--- src/rtl/broadsync_cfg_seq.sv ---
`default_nettype none
// ============================================================================
// Module   : broadsync_cfg_seq
// Purpose  : Programs one broadsync frame over the CSR bus. It disables the
//            frame, writes the timing and lock/accuracy registers, and then
//            re-enables the frame. It then polls for completion and reads back
//            the received status. Supports timeout and abort outcomes.
// Revision : 1.0 - initial release
// ============================================================================
module broadsync_cfg_seq #(
    parameter int FRAC_NS_WIDTH = 30,
    parameter int NS_WIDTH      = 30,
    parameter int S_WIDTH       = 48,
    parameter int POLL_GAP      = 16,
    parameter int POLL_TIMEOUT  = 1024
) (
    input  logic                     clk,
    input  logic                     reset,
    input  logic                     start,
    input  logic                     abort,
    input  logic [FRAC_NS_WIDTH-1:0] cfg_toggle_frac_ns,
    input  logic [NS_WIDTH-1:0]      cfg_toggle_ns,
    input  logic [S_WIDTH-1:0]       cfg_toggle_s,
    input  logic [FRAC_NS_WIDTH-1:0] cfg_half_frac_ns,
    input  logic [NS_WIDTH-1:0]      cfg_half_ns,
    input  logic [S_WIDTH-1:0]       cfg_offset_s,
    input  logic                     cfg_lock_value,
    input  logic [7:0]               cfg_clk_accuracy,
    output logic                     busy,
    output logic                     done,
    output logic                     st_ok,
    output logic                     st_timeout,
    output logic                     st_aborted,
    output logic                     st_frame_error,
    output logic                     st_lock_out,
    output logic [7:0]               st_clk_accuracy,
    output logic                     bus_read,
    output logic                     bus_write,
    output logic [29:0]              bus_address,
    output logic [31:0]              bus_write_data,
    input  logic [31:0]              bus_read_data,
    input  logic                     bus_access_complete
);

    typedef enum logic [2:0] {
        S_IDLE      = 3'd0,
        S_ACC       = 3'd1,
        S_GAP       = 3'd2,
        S_POLL_WAIT = 3'd3,
        S_DONE      = 3'd4
    } state_t;

    // Which access the shared ACC/GAP engine is currently performing
    typedef enum logic [1:0] {
        PH_WRITE = 2'd0,
        PH_POLL  = 2'd1,
        PH_STAT  = 2'd2,
        PH_STOP  = 2'd3
    } phase_t;

    localparam int PCW = $clog2(POLL_TIMEOUT + 1);
    localparam int WCW = $clog2(POLL_GAP + 1);
    localparam logic [PCW-1:0] C_POLL_MAX  = PCW'(POLL_TIMEOUT);
    localparam logic [WCW-1:0] C_GAP_LAST  = WCW'(POLL_GAP - 1);
    localparam logic [29:0]    C_ADDR_CTRL = 30'd1;
    localparam logic [29:0]    C_ADDR_STAT = 30'd14;
    localparam logic [3:0]     C_LAST_IDX  = 4'd10;

    state_t                   r_state, w_state;
    phase_t                   r_phase, w_phase;
    logic [3:0]               r_idx, w_idx;
    logic [WCW-1:0]           r_wait_cnt, w_wait_cnt;
    logic [PCW-1:0]           r_poll_cnt, w_poll_cnt;
    logic [PCW-1:0]           w_poll_inc;
    logic                     r_poll_hit, w_poll_hit;
    logic                     r_abort_pend, w_abort_pend;
    logic                     w_abort_now;
    logic                     w_go_stop;
    logic                     r_bus_read, w_bus_read;
    logic                     r_bus_write, w_bus_write;
    logic [29:0]              r_bus_addr, w_bus_addr;
    logic [31:0]              r_bus_wdata, w_bus_wdata;
    logic                     r_st_ok, w_st_ok;
    logic                     r_st_timeout, w_st_timeout;
    logic                     r_st_aborted, w_st_aborted;
    logic                     r_st_frame_error, w_st_frame_error;
    logic                     r_st_lock_out, w_st_lock_out;
    logic [7:0]               r_st_clk_acc, w_st_clk_acc;

    logic [FRAC_NS_WIDTH-1:0] r_toggle_frac, r_half_frac;
    logic [NS_WIDTH-1:0]      r_toggle_ns, r_half_ns;
    logic [S_WIDTH-1:0]       r_toggle_s, r_offset_s;
    logic                     r_lock;
    logic [7:0]               r_acc;
    logic [63:0]              w_toggle_s64, w_offset_s64;
    logic [3:0]               w_idx_inc;
    logic [29:0]              w_inc_addr;
    logic [31:0]              w_inc_data;
    logic                     w_accept;
    logic                     w_unused_rd;

    assign w_accept     = (r_state == S_IDLE) && start;
    assign w_toggle_s64 = 64'(r_toggle_s);
    assign w_offset_s64 = 64'(r_offset_s);
    assign w_poll_inc   = r_poll_cnt + PCW'(1);
    assign w_unused_rd  = &{1'b0, bus_read_data[30:10]};

    // Shadow copy of the configuration taken on an accepted start
    always_ff @(posedge clk) begin
        if (reset) begin
            r_toggle_frac <= '0;
            r_toggle_ns   <= '0;
            r_toggle_s    <= '0;
            r_half_frac   <= '0;
            r_half_ns     <= '0;
            r_offset_s    <= '0;
            r_lock        <= 1'b0;
            r_acc         <= '0;
        end else if (w_accept) begin
            r_toggle_frac <= cfg_toggle_frac_ns;
            r_toggle_ns   <= cfg_toggle_ns;
            r_toggle_s    <= cfg_toggle_s;
            r_half_frac   <= cfg_half_frac_ns;
            r_half_ns     <= cfg_half_ns;
            r_offset_s    <= cfg_offset_s;
            r_lock        <= cfg_lock_value;
            r_acc         <= cfg_clk_accuracy;
        end
    end

    // Address and data of the write that follows the current write-list entry
    always_comb begin
        w_idx_inc  = r_idx + 4'd1;
        w_inc_addr = (w_idx_inc == C_LAST_IDX) ? C_ADDR_CTRL : (30'(w_idx_inc) + 30'd1);
        w_inc_data = '0;
        case (w_idx_inc)
            4'd1:    w_inc_data = 32'(r_toggle_frac);
            4'd2:    w_inc_data = 32'(r_toggle_ns);
            4'd3:    w_inc_data = w_toggle_s64[31:0];
            4'd4:    w_inc_data = w_toggle_s64[63:32];
            4'd5:    w_inc_data = 32'(r_half_frac);
            4'd6:    w_inc_data = 32'(r_half_ns);
            4'd7:    w_inc_data = w_offset_s64[31:0];
            4'd8:    w_inc_data = w_offset_s64[63:32];
            4'd9:    w_inc_data = {23'd0, r_lock, r_acc};
            4'd10:   w_inc_data = 32'd1;
            default: w_inc_data = '0;
        endcase
    end

    // Next-state, bus request and outcome logic
    always_comb begin
        w_state          = r_state;
        w_phase          = r_phase;
        w_idx            = r_idx;
        w_wait_cnt       = r_wait_cnt;
        w_poll_cnt       = r_poll_cnt;
        w_poll_hit       = r_poll_hit;
        w_abort_pend     = r_abort_pend;
        w_bus_read       = r_bus_read;
        w_bus_write      = r_bus_write;
        w_bus_addr       = r_bus_addr;
        w_bus_wdata      = r_bus_wdata;
        w_st_ok          = r_st_ok;
        w_st_timeout     = r_st_timeout;
        w_st_aborted     = r_st_aborted;
        w_st_frame_error = r_st_frame_error;
        w_st_lock_out    = r_st_lock_out;
        w_st_clk_acc     = r_st_clk_acc;
        w_go_stop        = 1'b0;
        w_abort_now      = r_abort_pend || (abort && (r_phase != PH_STOP));

        // Abort is remembered so that a short pulse during a long access is not lost
        if ((r_state == S_ACC || r_state == S_GAP || r_state == S_POLL_WAIT) &&
            abort && (r_phase != PH_STOP)) begin
            w_abort_pend = 1'b1;
        end

        case (r_state)
            S_IDLE: begin
                if (start) begin
                    w_state          = S_ACC;
                    w_phase          = PH_WRITE;
                    w_idx            = '0;
                    w_poll_cnt       = '0;
                    w_wait_cnt       = '0;
                    w_poll_hit       = 1'b0;
                    w_abort_pend     = 1'b0;
                    w_bus_write      = 1'b1;
                    w_bus_read       = 1'b0;
                    w_bus_addr       = C_ADDR_CTRL;
                    w_bus_wdata      = '0;
                    w_st_ok          = 1'b0;
                    w_st_timeout     = 1'b0;
                    w_st_aborted     = 1'b0;
                    w_st_frame_error = 1'b0;
                    w_st_lock_out    = 1'b0;
                    w_st_clk_acc     = '0;
                end
            end
            S_ACC: begin
                if (bus_access_complete) begin
                    w_state     = S_GAP;
                    w_bus_read  = 1'b0;
                    w_bus_write = 1'b0;
                    if (r_phase == PH_POLL) begin
                        w_poll_hit = bus_read_data[31];
                    end
                    if (r_phase == PH_STAT) begin
                        w_st_clk_acc     = bus_read_data[7:0];
                        w_st_lock_out    = bus_read_data[8];
                        w_st_frame_error = bus_read_data[9];
                    end
                end
            end
            S_GAP: begin
                if (r_phase == PH_STOP) begin
                    w_state = S_DONE;
                end else if (w_abort_now) begin
                    w_go_stop    = 1'b1;
                    w_st_aborted = 1'b1;
                end else begin
                    case (r_phase)
                        PH_WRITE: begin
                            if (r_idx == C_LAST_IDX) begin
                                w_state    = S_POLL_WAIT;
                                w_wait_cnt = '0;
                            end else begin
                                w_idx       = w_idx_inc;
                                w_state     = S_ACC;
                                w_bus_write = 1'b1;
                                w_bus_addr  = w_inc_addr;
                                w_bus_wdata = w_inc_data;
                            end
                        end
                        PH_POLL: begin
                            if (r_poll_hit) begin
                                w_state    = S_ACC;
                                w_phase    = PH_STAT;
                                w_bus_read = 1'b1;
                                w_bus_addr = C_ADDR_STAT;
                            end else begin
                                w_poll_cnt = w_poll_inc;
                                if (w_poll_inc == C_POLL_MAX) begin
                                    w_go_stop    = 1'b1;
                                    w_st_timeout = 1'b1;
                                end else begin
                                    w_state    = S_POLL_WAIT;
                                    w_wait_cnt = '0;
                                end
                            end
                        end
                        default: begin
                            w_state = S_DONE;
                            w_st_ok = 1'b1;
                        end
                    endcase
                end
            end
            S_POLL_WAIT: begin
                if (w_abort_now) begin
                    w_go_stop    = 1'b1;
                    w_st_aborted = 1'b1;
                end else if (r_wait_cnt == C_GAP_LAST) begin
                    w_state    = S_ACC;
                    w_phase    = PH_POLL;
                    w_bus_read = 1'b1;
                    w_bus_addr = C_ADDR_CTRL;
                end else begin
                    w_wait_cnt = r_wait_cnt + WCW'(1);
                end
            end
            S_DONE: begin
                w_state = S_IDLE;
            end
            default: begin
                w_state = S_IDLE;
            end
        endcase

        // Stop write: disable the frame and finish
        if (w_go_stop) begin
            w_state     = S_ACC;
            w_phase     = PH_STOP;
            w_bus_write = 1'b1;
            w_bus_read  = 1'b0;
            w_bus_addr  = C_ADDR_CTRL;
            w_bus_wdata = '0;
        end
    end

    // State and output registers
    always_ff @(posedge clk) begin
        if (reset) begin
            r_state          <= S_IDLE;
            r_phase          <= PH_WRITE;
            r_idx            <= '0;
            r_wait_cnt       <= '0;
            r_poll_cnt       <= '0;
            r_poll_hit       <= 1'b0;
            r_abort_pend     <= 1'b0;
            r_bus_read       <= 1'b0;
            r_bus_write      <= 1'b0;
            r_bus_addr       <= '0;
            r_bus_wdata      <= '0;
            r_st_ok          <= 1'b0;
            r_st_timeout     <= 1'b0;
            r_st_aborted     <= 1'b0;
            r_st_frame_error <= 1'b0;
            r_st_lock_out    <= 1'b0;
            r_st_clk_acc     <= '0;
        end else begin
            r_state          <= w_state;
            r_phase          <= w_phase;
            r_idx            <= w_idx;
            r_wait_cnt       <= w_wait_cnt;
            r_poll_cnt       <= w_poll_cnt;
            r_poll_hit       <= w_poll_hit;
            r_abort_pend     <= w_abort_pend;
            r_bus_read       <= w_bus_read;
            r_bus_write      <= w_bus_write;
            r_bus_addr       <= w_bus_addr;
            r_bus_wdata      <= w_bus_wdata;
            r_st_ok          <= w_st_ok;
            r_st_timeout     <= w_st_timeout;
            r_st_aborted     <= w_st_aborted;
            r_st_frame_error <= w_st_frame_error;
            r_st_lock_out    <= w_st_lock_out;
            r_st_clk_acc     <= w_st_clk_acc;
        end
    end

    assign busy            = (r_state != S_IDLE) && (r_state != S_DONE);
    assign done            = (r_state == S_DONE);
    assign bus_read        = r_bus_read;
    assign bus_write       = r_bus_write;
    assign bus_address     = r_bus_addr;
    assign bus_write_data  = r_bus_wdata;
    assign st_ok           = r_st_ok;
    assign st_timeout      = r_st_timeout;
    assign st_aborted      = r_st_aborted;
    assign st_frame_error  = r_st_frame_error;
    assign st_lock_out     = r_st_lock_out;
    assign st_clk_accuracy = r_st_clk_acc;

endmodule
`default_nettype wire

--- config.mk ---
export PLATFORM = sky130hd
export DESIGN_NAME = broadsync_cfg_seq
export DESIGN_NICKNAME = d
export VERILOG_FILES = /design/src/rtl/broadsync_cfg_seq.sv
export SDC_FILE = /design/constraint.sdc
export NUM_CORES = 1
export LEC_CHECK = 0
export ABC_AREA = 0
export ABC_CLOCK_PERIOD_IN_PS = 3400
export BUFFER_PORTS_ARGS = -buffer_cell sky130_fd_sc_hd__buf_2
export CORE_MARGIN = 8
export CORE_UTILIZATION = 40
export DETAILED_ROUTE_END_ITERATION = 16
export PLACE_DENSITY_LB_ADDON = 0.08
export SKIP_CTS_REPAIR_TIMING = 1
export SLEW_MARGIN = 20
export SYNTH_ARGS = -nofsm -noshare
export SYNTH_HDL_FRONTEND = slang
export SYNTH_SLANG_ARGS = --single-unit
--- constraint.sdc ---
create_clock -name clk -period 3.4 [get_ports clk]
set_input_delay 0.17 -clock clk [delete_from_list [all_inputs] [get_ports clk]]
set_output_delay 0.17 -clock clk [all_outputs]
set_load 0.005 [all_outputs]
==> metrics.yaml, run 1 <==
first_global_vias: 13490
avgSynthCellArea_um2: 7.627
clock_latency_ps: 520
num_rows: 67
critPathTopFamily: "compound AO/OA/AOI/OAI gates"
grt_overflow: 0
detailedRoute.firstPassIterationCount: 6
synthDominantCellAreaShare: 0.4453
use_met1: 0.2912
pin_count_of_the_biggest_net_entering_global_routing: 227
max-clock-path-buffers: 3
totalNegativeSetupSlack_ps: 0
clk_skew_ps: 14.31
antenna_found_initial: 3
min_path_type: "in2reg"
die_ar_um2: 40340
drive_gt1_frac: 0.1822
groute.usage.overall: 0.2370
rsz0062_at_grt: "false"
dp_hpwl_mm: 35.85
cp.depth: 8
final_max_slew_viol_count: 0
synth.most_common_cell: "sky130_fd_sc_hd__nand2_1"
port_buffers: 294
tritoncts: "built"
layoutNonFillerInstCount: 2734
route.vias.total: 14930
start_util: 0.4066
cts_buffers: 36
netlist_top_cells_area: "sky130_fd_sc_hd__dfxtp_1 45%, sky130_fd_sc_hd__nand2_1 14%, sky130_fd_sc_hd__a21oi_1 11%"
crit_path_cell_trace: "ha_1 -> inv_1 -> o211ai_1 -> nand3_1 -> a2111oi_2 -> buf_4 -> nor2b_1 -> a22o_1"
ir_drop_v: 0.0004003
global_route.usage.met2: 0.4034
max-cap-violations: 0
start_point_of_the_critical_path: "r_idx[0]"
post_synth_inst_count: 1792
powerDensity_nw_per_um2: 539.3
gp_routability_congestion: 0.8827
timing_worst_setup_path_type: "reg2reg"
data_arrival_time_at_the_worst_slack_endpoint_ps: 3450
cts_num_sinks: 304
reg2regPathDepth: 8
wire_per_inst_um: 19.54
layer_with_the_highest_usage: "met2"
setup_viol_count_final: 0
drt.antenna.violating_nets: 0
cts_max_level: 2
synth_cell_types: 73
critical_path.n_buffers_inverters: 2
postSynth.asyncResetShare: 0
category_of_the_worst_setup_path_launch_point: "register"
placement.cell_area_um2: 15500
final_min_period_over_clock_period: 0.8782
io_pins: 341
critical_path_required_ps: 3860
final_core_util: 0.5695
stdcell_area_um2: 19150
placed_cells: 2431
timing_worst_slew_pin_value_ps: 1247
synth-edff-count: 0
crit_end_category: "register"
clock_pin_transition_on_the_worst_setup_and_hold_timing_paths_ps: 60
drt_first_iter_violations: 1217
route.detailed.drc: 0
wire_length_of_the_first_global_routing_pass_mm: 77.45
hp-start: "start"
crit_path_max_fanout: 16
max-slew-margin-rel: 0.1684
layout_fillers: 3180
reg2reg_from: "r_idx[0]"
worst_path_max_delay_cell: "sky130_fd_sc_hd__dfxtp_1"
synth_area_leader_cell: "sky130_fd_sc_hd__dfxtp_1"
yosys_warnings: 0
synthFlopType: "sky130_fd_sc_hd__dfxtp_1"
num-nets-final: 2527
post_synth_design_cell_area_um2: 13670
number_of_flip_flops_and_latches_in_the_synthesized_netlist: 304
worstSetupEndpoint: "bus_write_data[5]"
hold_violations: 0
route.detailed.vias_per_inst: 5.461
fmax_mhz: 334.9
floorplan.die.width_um: 200.8
die_height_um: 200.8
worst_path_largest_cell_delay_ps: 660
finalWorstPathRequiredPeriod_ps: 2986
run_status: "finished clean"
clk_root_buffer_cell: "sky130_fd_sc_hd__clkbuf_16"
finalWirelength_mm: 53.43
synth.top_cells.by_count: "522 x sky130_fd_sc_hd__nand2_1, 307 x sky130_fd_sc_hd__a21oi_1, 304 x sky130_fd_sc_hd__dfxtp_1, 127 x sky130_fd_sc_hd__clkbuf_1, 45 x sky130_fd_sc_hd__nand3_1"
core-area_um2: 33620
p_leak_nw: 7.562
timing.rr.end: "bus_write_data[5]"
synth.yosys.seq_area_share: 0.4453
grt_use_met3: 0.04696
regToRegSetupSlack_ps: 410
area_delta_synth_final_pct: 40.09
-- cells by family after synthesis --
kind of cell	synth area share
AOI/OAI and AO/OA	0.2473
xor gates and xnor gates	0.003204
adders and majority gates	0.007324
buffers and inverters	0.05987
DFF	0.4453
muxes	0.003021
other	0.0002744
and+or+nand+nor	0.2337
-- metrics by stage --
stage               setup slack (ps)  hold slack (ps)  power [mW]
finish                         414.1            23.62       10.33
global placement               603.4            412.5       6.071
CTS                            479.9           -130.4       10.20
global route                   209.7            36.20       10.81
detailed placement             504.2            415.7       6.101
floorplan                       1014            306.0       5.385
-- registers in the layout (all words and copies together) (netlist names), 2 cells and up --
register / cells
r_offset_s: 48
r_toggle_s: 48
bus_write_data: 32
r_half_frac: 30
r_half_ns: 30
r_toggle_frac: 30
r_toggle_ns: 30
r_poll_cnt: 11
r_acc: 8
st_clk_accuracy: 8
bus_address: 5
r_wait_cnt: 5
r_idx: 4
r_state: 3
r_phase: 2
-- cell usage in the layout, fill, tap and decap left out, types with 6 or more instances in the layout --
| cell | n |
|---|---|
| sky130_fd_sc_hd__a22o_1 | 16 |
| sky130_fd_sc_hd__a311oi_1 | 9 |
| sky130_fd_sc_hd__a31oi_1 | 11 |
| sky130_fd_sc_hd__inv_1 | 18 |
| sky130_fd_sc_hd__clkbuf_16 | 38 |
| sky130_fd_sc_hd__buf_12 | 7 |
| sky130_fd_sc_hd__clkbuf_8 | 14 |
| sky130_fd_sc_hd__a222oi_1 | 29 |
| sky130_fd_sc_hd__a22oi_1 | 32 |
| sky130_fd_sc_hd__buf_2 | 293 |
| sky130_fd_sc_hd__nand3b_1 | 6 |
| sky130_fd_sc_hd__o22ai_1 | 16 |
| sky130_fd_sc_hd__nor3_1 | 32 |
| sky130_fd_sc_hd__dfxtp_1 | 304 |
| sky130_fd_sc_hd__o21ai_0 | 35 |
| sky130_fd_sc_hd__nor4_1 | 7 |
| sky130_fd_sc_hd__a21oi_1 | 307 |
| sky130_fd_sc_hd__nor2b_1 | 10 |
| sky130_fd_sc_hd__and4_1 | 7 |
| sky130_fd_sc_hd__nand2_1 | 522 |
| sky130_fd_sc_hd__dlygate4sd3_1 | 236 |
| sky130_fd_sc_hd__nor2_1 | 43 |
| sky130_fd_sc_hd__conb_1 | 25 |
| sky130_fd_sc_hd__o31ai_1 | 6 |
| sky130_fd_sc_hd__nand3_1 | 45 |
| sky130_fd_sc_hd__and3_1 | 21 |
| sky130_fd_sc_hd__nand2b_1 | 6 |
| sky130_fd_sc_hd__a221oi_1 | 16 |
| sky130_fd_sc_hd__buf_4 | 36 |
| sky130_fd_sc_hd__o211ai_1 | 9 |
| sky130_fd_sc_hd__nand4_1 | 9 |
| sky130_fd_sc_hd__clkbuf_1 | 6 |
-- worst min path at each step --
stage / endpoint / slack, ps / cells after the start
CTS: r_toggle_ns[9] / -130 / 3
global route: r_state[0] / 40 / 3
finish: r_state[0] / 20 / 3
global placement: r_toggle_s[3] / 410 / 3
detailed placement: r_half_frac[2] / 420 / 3
floorplan: r_half_frac[0] / 310 / 2
-- area by class of cell --
type                       instances  area [µm²]  share of cell area
tap                              448       560.5             0.02928
timing repair buffer             573        4253              0.2221
inverter                          19       71.32            0.003725
clock buffer                      57        1152             0.06019
antenna                            3       7.507           0.0003921
clock inverter                     7       121.4            0.006339
multi-input combinational       1323        6894              0.3601
sequential                       304        6086              0.3179
-- layer usage --
| layer | share of wire | up-vias |
|---|---|---|
| li1 | - | 7195 |
| met1 | 0.41 | 7042 |
| met2 | 0.49 | 566 |
| met3 | 0.062 | 127 |
| met4 | 0.042 | 0 |
| met5 | 0 | - |
-- worst reg2reg max path, stage by stage, from the launching register on --
cell,delay [ps]
sky130_fd_sc_hd__dfxtp_1,660
sky130_fd_sc_hd__ha_1,320
sky130_fd_sc_hd__inv_1,140
sky130_fd_sc_hd__o211ai_1,410
sky130_fd_sc_hd__nand3_1,230
sky130_fd_sc_hd__a2111oi_2,490
sky130_fd_sc_hd__buf_4,310
sky130_fd_sc_hd__nor2b_1,220
sky130_fd_sc_hd__a22o_1,160
-- where the power goes --
part,switching [mW],internal [mW]
Combinational,1.26,0.833
Sequential,0.245,3.90
Clock,1.53,2.55
Total,3.04,7.29
(Power assumes the default switching activity.)
==> inputs of run 2 (changes only) <==
Settings changed: CORE_MARGIN 8 to unset.
==> run 2 against run 1 <==
Net effect:
- the run now ends with hold timing left
- first-iteration DRC count is 9.0% higher
- highest routed layer unchanged
- largest power group unchanged
- count of clock-buffer cells in the layout is 1 lower
- clock power is 6.6% lower
- setup slack better by 1.6 ps
- critical endpoint is now bus_write_data[7]
- wire length is 4.9% lower
- non-clock buffer count is 1 higher
- via count is 0.13% lower
- critical path type unchanged
==> metrics.yaml, run 2 (synthesis gave the netlist of run 1 again) <==
dp_hpwl_mm: 33.49  # -6.6%
reg2reg_from: "r_idx[0]"
max-clock-path-buffers: 3  # unchanged
final_core_util: 0.5660  # -0.003536
timing_worst_setup_path_type: "reg2reg"
pwr-share-comb: 0.208  # +0.005
antenna_found_initial: 0  # -3
regToRegSetupSlack_ps: 420  # about the same
crit_path_max_fanout: 42  # +26
fmax_mhz: 335.1  # about the same
route.vias.total: 14910  # -0.13%
ir_drop_v: 0.0003323  # -17%
switching_share: 0.3001  # +0.005917
grt_use_met3: 0.03790  # -0.009060
grt_overflow: 0  # unchanged
clock_latency_ps: 520  # about the same
area_taken_by_multi_input_logic_gates_um2: 6894  # unchanged
category_of_the_worst_setup_path_launch_point: "register"
max-cap-violations: 0  # unchanged
hold_violations: 1  # +1
run_status: "finished, violations left"
tritoncts: "built"
cts_num_sinks: 304  # unchanged
pin_count_of_the_biggest_net_entering_global_routing: 192  # -15%
floorplan.die.width_um: 186.8  # -7.0%
hp-start: "cfg_toggle_ns[14]"
hold-path-endpoint: "r_toggle_ns[14]"
first_global_vias: 13190  # -2.3%
powerDensity_nw_per_um2: 528.3  # -2.0%
min_path_type: "in2reg"
num_rows: 67  # unchanged
area_delta_synth_final_pct: 39.22
p_sw_mw: 3.017  # -0.70%
drive_gt1_frac: 0.1816  # -0.0005971
drt_first_iter_violations: 1327  # +9.0%
min_delay_path_depth: 3  # unchanged
final.hold.worst_slack_ps: -41.58  # -65.20 ps
final.setup.worst_slack_ps: 415.6  # +1.583 ps
layout_fillers: 3167  # -0.41%
layer_with_the_highest_usage: "met2"
die_height_um: 186.8  # -7.0%
port_buffers: 294  # unchanged
internal_power_mw: 7.035  # -3.5%
final_min_period_over_clock_period: 0.8778  # about the same
use_met1: 0.3468  # +0.05568
p_seq_frac: 0.413  # +0.011
data_arrival_time_at_the_worst_slack_endpoint_ps: 3420  # -30 ps
critical_path_required_ps: 3830  # -30 ps
io_pins: 341  # unchanged
reg2regPathDepth: 8  # unchanged
finalWorstPathRequiredPeriod_ps: 2984  # -1.583 ps
cts_max_level: 2  # unchanged
timing_worst_slew_pin_value_ps: 917.8  # -329.6 ps
leading_cell_types_in_the_layout_fill_and_taps_excluded: "522 x sky130_fd_sc_hd__nand2_1, 307 x sky130_fd_sc_hd__a21oi_1, 304 x sky130_fd_sc_hd__dfxtp_1"
mostFrequentLayoutCell: "sky130_fd_sc_hd__nand2_1"
totalNegativeSetupSlack_ps: 0  # unchanged
failing_checks: "hold timing"
timing.rr.end: "bus_write_data[7]"
num-nets-final: 2528  # +0.040%
groute.usage.overall: 0.2676  # +0.03061
p_leak_nw: 7.513  # -0.65%
start_util: 0.4066  # unchanged
rsz0062_at_grt: "false"
core-area_um2: 33620  # unchanged
clk_root_buffer_cell: "sky130_fd_sc_hd__clkbuf_16"
cts_buffers: 36  # unchanged
dp_slack_ps: 490.5  # -13.70 ps
wire_per_inst_um: 18.60  # -4.8%
global_route.usage.met2: 0.4602  # +0.05682
drt.antenna.violating_nets: 0  # unchanged
die_ar_um2: 34910  # -13%
finalWirelength_mm: 50.83  # -4.9%
max-slew-margin-rel: 0.3881  # +0.2197
wire_length_of_the_first_global_routing_pass_mm: 74.42  # -3.9%
crit_end_category: "register"
route.detailed.drc: 0  # unchanged
power.share.clock: 0.379  # -0.016
detailedRoute.firstPassIterationCount: 8  # +2
clk_skew_ps: 14.11  # -0.1965 ps
route.detailed.vias_per_inst: 5.456  # about the same
final_max_slew_viol_count: 0  # unchanged
diodes: 0  # -3
clock_pin_transition_on_the_worst_setup_and_hold_timing_paths_ps: 60  # about the same
area_taken_by_flip_flops_and_latches_um2: 6086  # unchanged
setup_viol_count_final: 0  # unchanged
gp_routability_congestion: 0.8978  # +1.7%
run 2: area by class of cell:
class                   instances  area share
well taps                     448     0.02946
inverters                      19    0.003748
clock buffers                  56     0.05774
clock inverters                 9    0.004406
repair buffers                574      0.2225
flip-flops and latches        304      0.3199
multi-input cells            1323      0.3623
run 2: power groups by stage:
stage          registers, mW  clock network (mW)  logic, mW
6_report                4.15                3.81       2.09
3_5_place_dp            4.22                   0       1.87
5_1_grt                 4.19                4.03       2.32
2_1_floorplan           4.12                   0       1.26
4_1_cts                 4.15                3.88       1.87
3_3_place_gp            4.21                   0       1.84
run 2: metrics by stage:
stage | instances | total power [mW] | cell area (µm²) | hold WS, ps
floorplan | 1816 | 5.385 | 13760 | 306.0
detailed placement | 2433 | 6.090 | 15490 | 418.0
global route | 2733 | 10.54 | 19030 | -20.81
CTS | 2498 | 9.898 | 16670 | -128.3
global placement | 2433 | 6.058 | 15490 | 414.4
finish | 2733 | 10.05 | 19030 | -41.58
run 2: per-layer routing:
layer | vias to the layer above | share of wire
li1 | 7194 | -
met1 | 7134 | 0.42
met2 | 488 | 0.50
met3 | 95 | 0.050
met4 | 0 | 0.027
met5 | - | 0
run 2: critical path, cell delays in order, from the launching register on:
cell and delay [ps]:
sky130_fd_sc_hd__dfxtp_1 640, sky130_fd_sc_hd__ha_1 250, sky130_fd_sc_hd__buf_4 360, sky130_fd_sc_hd__nor2b_1 150
sky130_fd_sc_hd__a21oi_1 530, sky130_fd_sc_hd__a21oi_1 340, sky130_fd_sc_hd__a2bb2oi_1 220, sky130_fd_sc_hd__and3_1 190
sky130_fd_sc_hd__a211oi_1 220
run 2: worst max path at each step:
stage,to,slack (ps),from,cells past startpoint
after global placement,bus_write_data[7],540,r_idx[0],8
after detailed placement,bus_write_data[7],490,r_idx[0],8
final,bus_write_data[7],420,r_idx[0],8
after floorplan,bus_address[1],1010,r_idx[1],10
after CTS,bus_write_data[7],500,r_idx[0],8
after global routing,bus_write_data[7],180,r_idx[0],8
==> inputs of run 3 (changes only) <==
Settings changed: ABC_CLOCK_PERIOD_IN_PS 3400 to 3260.
Clock period 3.4 ns to 3.26 ns, I/O delays scaled along.
==> run 3 against run 2 <==
Net effect:
- the flow now finishes without violations
- flip-flop and latch count stayed put
- combinational power is 5% higher
- register-to-register slack improved by 90 ps
- clock skew is 8.1 ps higher
- count of clock-buffer cells in the layout down 5
- cell count barely moved
- hold slack improved by 56 ps
- largest cell class unchanged
- critical endpoint is now bus_write_data[5]
==> metrics.yaml, run 3 (synthesis gave the netlist of run 1 again) <==
run_status: "finished clean"
area_delta_synth_final_pct: 39.92
finalWorstPathRequiredPeriod_ps: 2759  # -225.3 ps
cts_num_sinks: 304  # unchanged
crit_path_max_fanout: 14  # -67%
totalNegativeSetupSlack_ps: 0  # unchanged
final.hold.worst_slack_ps: 13.96  # +55.53 ps
mostFrequentLayoutCell: "sky130_fd_sc_hd__nand2_1"
wl_met1_mm: 21.58  # about the same
gp_routability_congestion: 0.8955  # -0.26%
grt_overflow: 0  # unchanged
dp_hpwl_mm: 33.24  # -0.73%
route.vias.total: 14840  # -0.47%
ir_drop_v: 0.0003481  # +4.8%
total_power_mw: 10.63  # +5.8%
route.detailed.drc: 0  # unchanged
critical_path_required_ps: 3730  # -100 ps
finalWirelength_mm: 50.93  # +0.20%
worst_path_max_delay_cell: "sky130_fd_sc_hd__nor3b_1"
cts_max_level: 2  # unchanged
drive_gt1_frac: 0.1824  # +0.0007954
die_ar_um2: 34910  # unchanged
regToRegSetupSlack_ps: 500  # +90 ps
max-slew-margin-rel: 0.2310  # -0.1571
floorplan.die.width_um: 186.8  # unchanged
drt.antenna.violating_nets: 0  # unchanged
clk_root_buffer_cell: "sky130_fd_sc_hd__clkbuf_16"
num-nets-final: 2530  # +0.079%
port_buffers: 294  # unchanged
rsz0062_at_grt: "false"
drt_first_iter_violations: 1390  # +4.7%
clock_latency_ps: 530  # about the same
wire_length_of_the_first_global_routing_pass_mm: 73.37  # -1.4%
data_arrival_time_at_the_worst_slack_endpoint_ps: 3230  # -190 ps
hold_violations: 0  # -1
io_pins: 341  # unchanged
start_util: 0.4066  # unchanged
crit_path_cell_trace: "nor3b_1 -> a31oi_4 -> a2111oi_2 -> buf_4 -> nor2b_1 -> a22o_1"
route.detailed.vias_per_inst: 5.428  # -0.51%
category_of_the_worst_setup_path_launch_point: "register"
groute.usage.overall: 0.2641  # -0.003507
tritoncts: "built"
worst_path_largest_cell_delay_ps: 690  # +50 ps
final_core_util: 0.5688  # +0.002829
setup_viol_count_final: 0  # unchanged
antenna_found_initial: 0  # unchanged
num_rows: 67  # unchanged
final_max_slew_viol_count: 0  # unchanged
cts_buffers: 35  # -2.8%
final_min_period_over_clock_period: 0.8463  # -0.03142
die_height_um: 186.8  # unchanged
timing_worst_setup_path_type: "reg2reg"
clk_skew_ps: 22.20  # +8.087 ps
powerDensity_nw_per_um2: 556.1  # +5.3%
detailedRoute.firstPassIterationCount: 7  # -1
timing_worst_slew_pin_value_ps: 1153  # +235.6 ps
diodes: 0  # unchanged
met2RoutedLength_mm: 25.02  # -1.3%
leading_cell_types_in_the_layout_fill_and_taps_excluded: "522 x sky130_fd_sc_hd__nand2_1, 307 x sky130_fd_sc_hd__a21oi_1, 304 x sky130_fd_sc_hd__dfxtp_1"
maxUsedRoutingLayer: "met4"
clock_pin_transition_on_the_worst_setup_and_hold_timing_paths_ps: 60  # about the same
wire_per_inst_um: 18.63  # +0.17%
min_path_type: "in2reg"
p_leak_nw: 7.555  # +0.57%
pin_count_of_the_biggest_net_entering_global_routing: 218  # +14%
met3_length_mm: 2.857  # +12%
max-cap-violations: 0  # unchanged
first_global_vias: 12970  # -1.7%
core-area_um2: 33620  # unchanged
crit_end_category: "register"
fmax_mhz: 362.4  # +8.2%
max-clock-path-buffers: 3  # unchanged
[run 3: changes by cell type in the layout (fill, tap and decap cells not counted), sizes merged]
cell         previous run  this run
dlygate4sd3           235       236
bufinv                  1         4
clkinvlp                1         0
buf                   338       340
clkbuf                 57        52
inv                    18        19
[run 3: worst paths after layout]
path,startpoint,endpoint,depth (start not counted)
worst max-delay path,r_state[1],bus_write_data[5],6
worst min-delay path,bus_access_complete,bus_write,4
worst max register to register,r_state[1],bus_write_data[5],6
worst min register to register,st_frame_error,st_frame_error,2
[run 3: through the flow]
step / instances / cell area, µm² / setup slack [ps]
detailed placement: 2435 / 15560 / 530.8
global placement: 2435 / 15560 / 551.9
floorplan: 1816 / 13760 / 874.4
global route: 2734 / 19120 / 330.2
finish: 2734 / 19120 / 501.0
CTS: 2498 / 16760 / 530.9
[run 3: cell type report]
type                    count  area (µm²)
clock buffers              51        1027
clock inverters            12       175.2
fillers                  3129       14490
inverters                  19       71.32
multi-input cells        1323        6894
flip-flops and latches    304        6086
well taps                 448       560.5
repair buffers            577        4308
[run 3: layer usage]
layer,GRT usage,vias up
met1,0.3471,7000
met3,0.03677,112
li1,-,7190
met2,0.4521,539
met5,0,-
met4,0.07188,0
[run 3: report_power, final]
group          total (mW)  switching [mW]  internal (mW)
Sequential           4.34           0.272           4.07
Combinational        2.19            1.31          0.881
Clock                4.10            1.59           2.51
[run 3: worst max-delay path, delay by kind of cell, from the launching register on]
| kind | cells | cell delay (ps) |
|---|---|---|
| AND/OR/NAND/NOR | 2 | 950 |
| AO/OA/AOI/OAI | 3 | 820 |
| flip-flops | 1 | 630 |
| buffers and inverters | 1 | 300 |
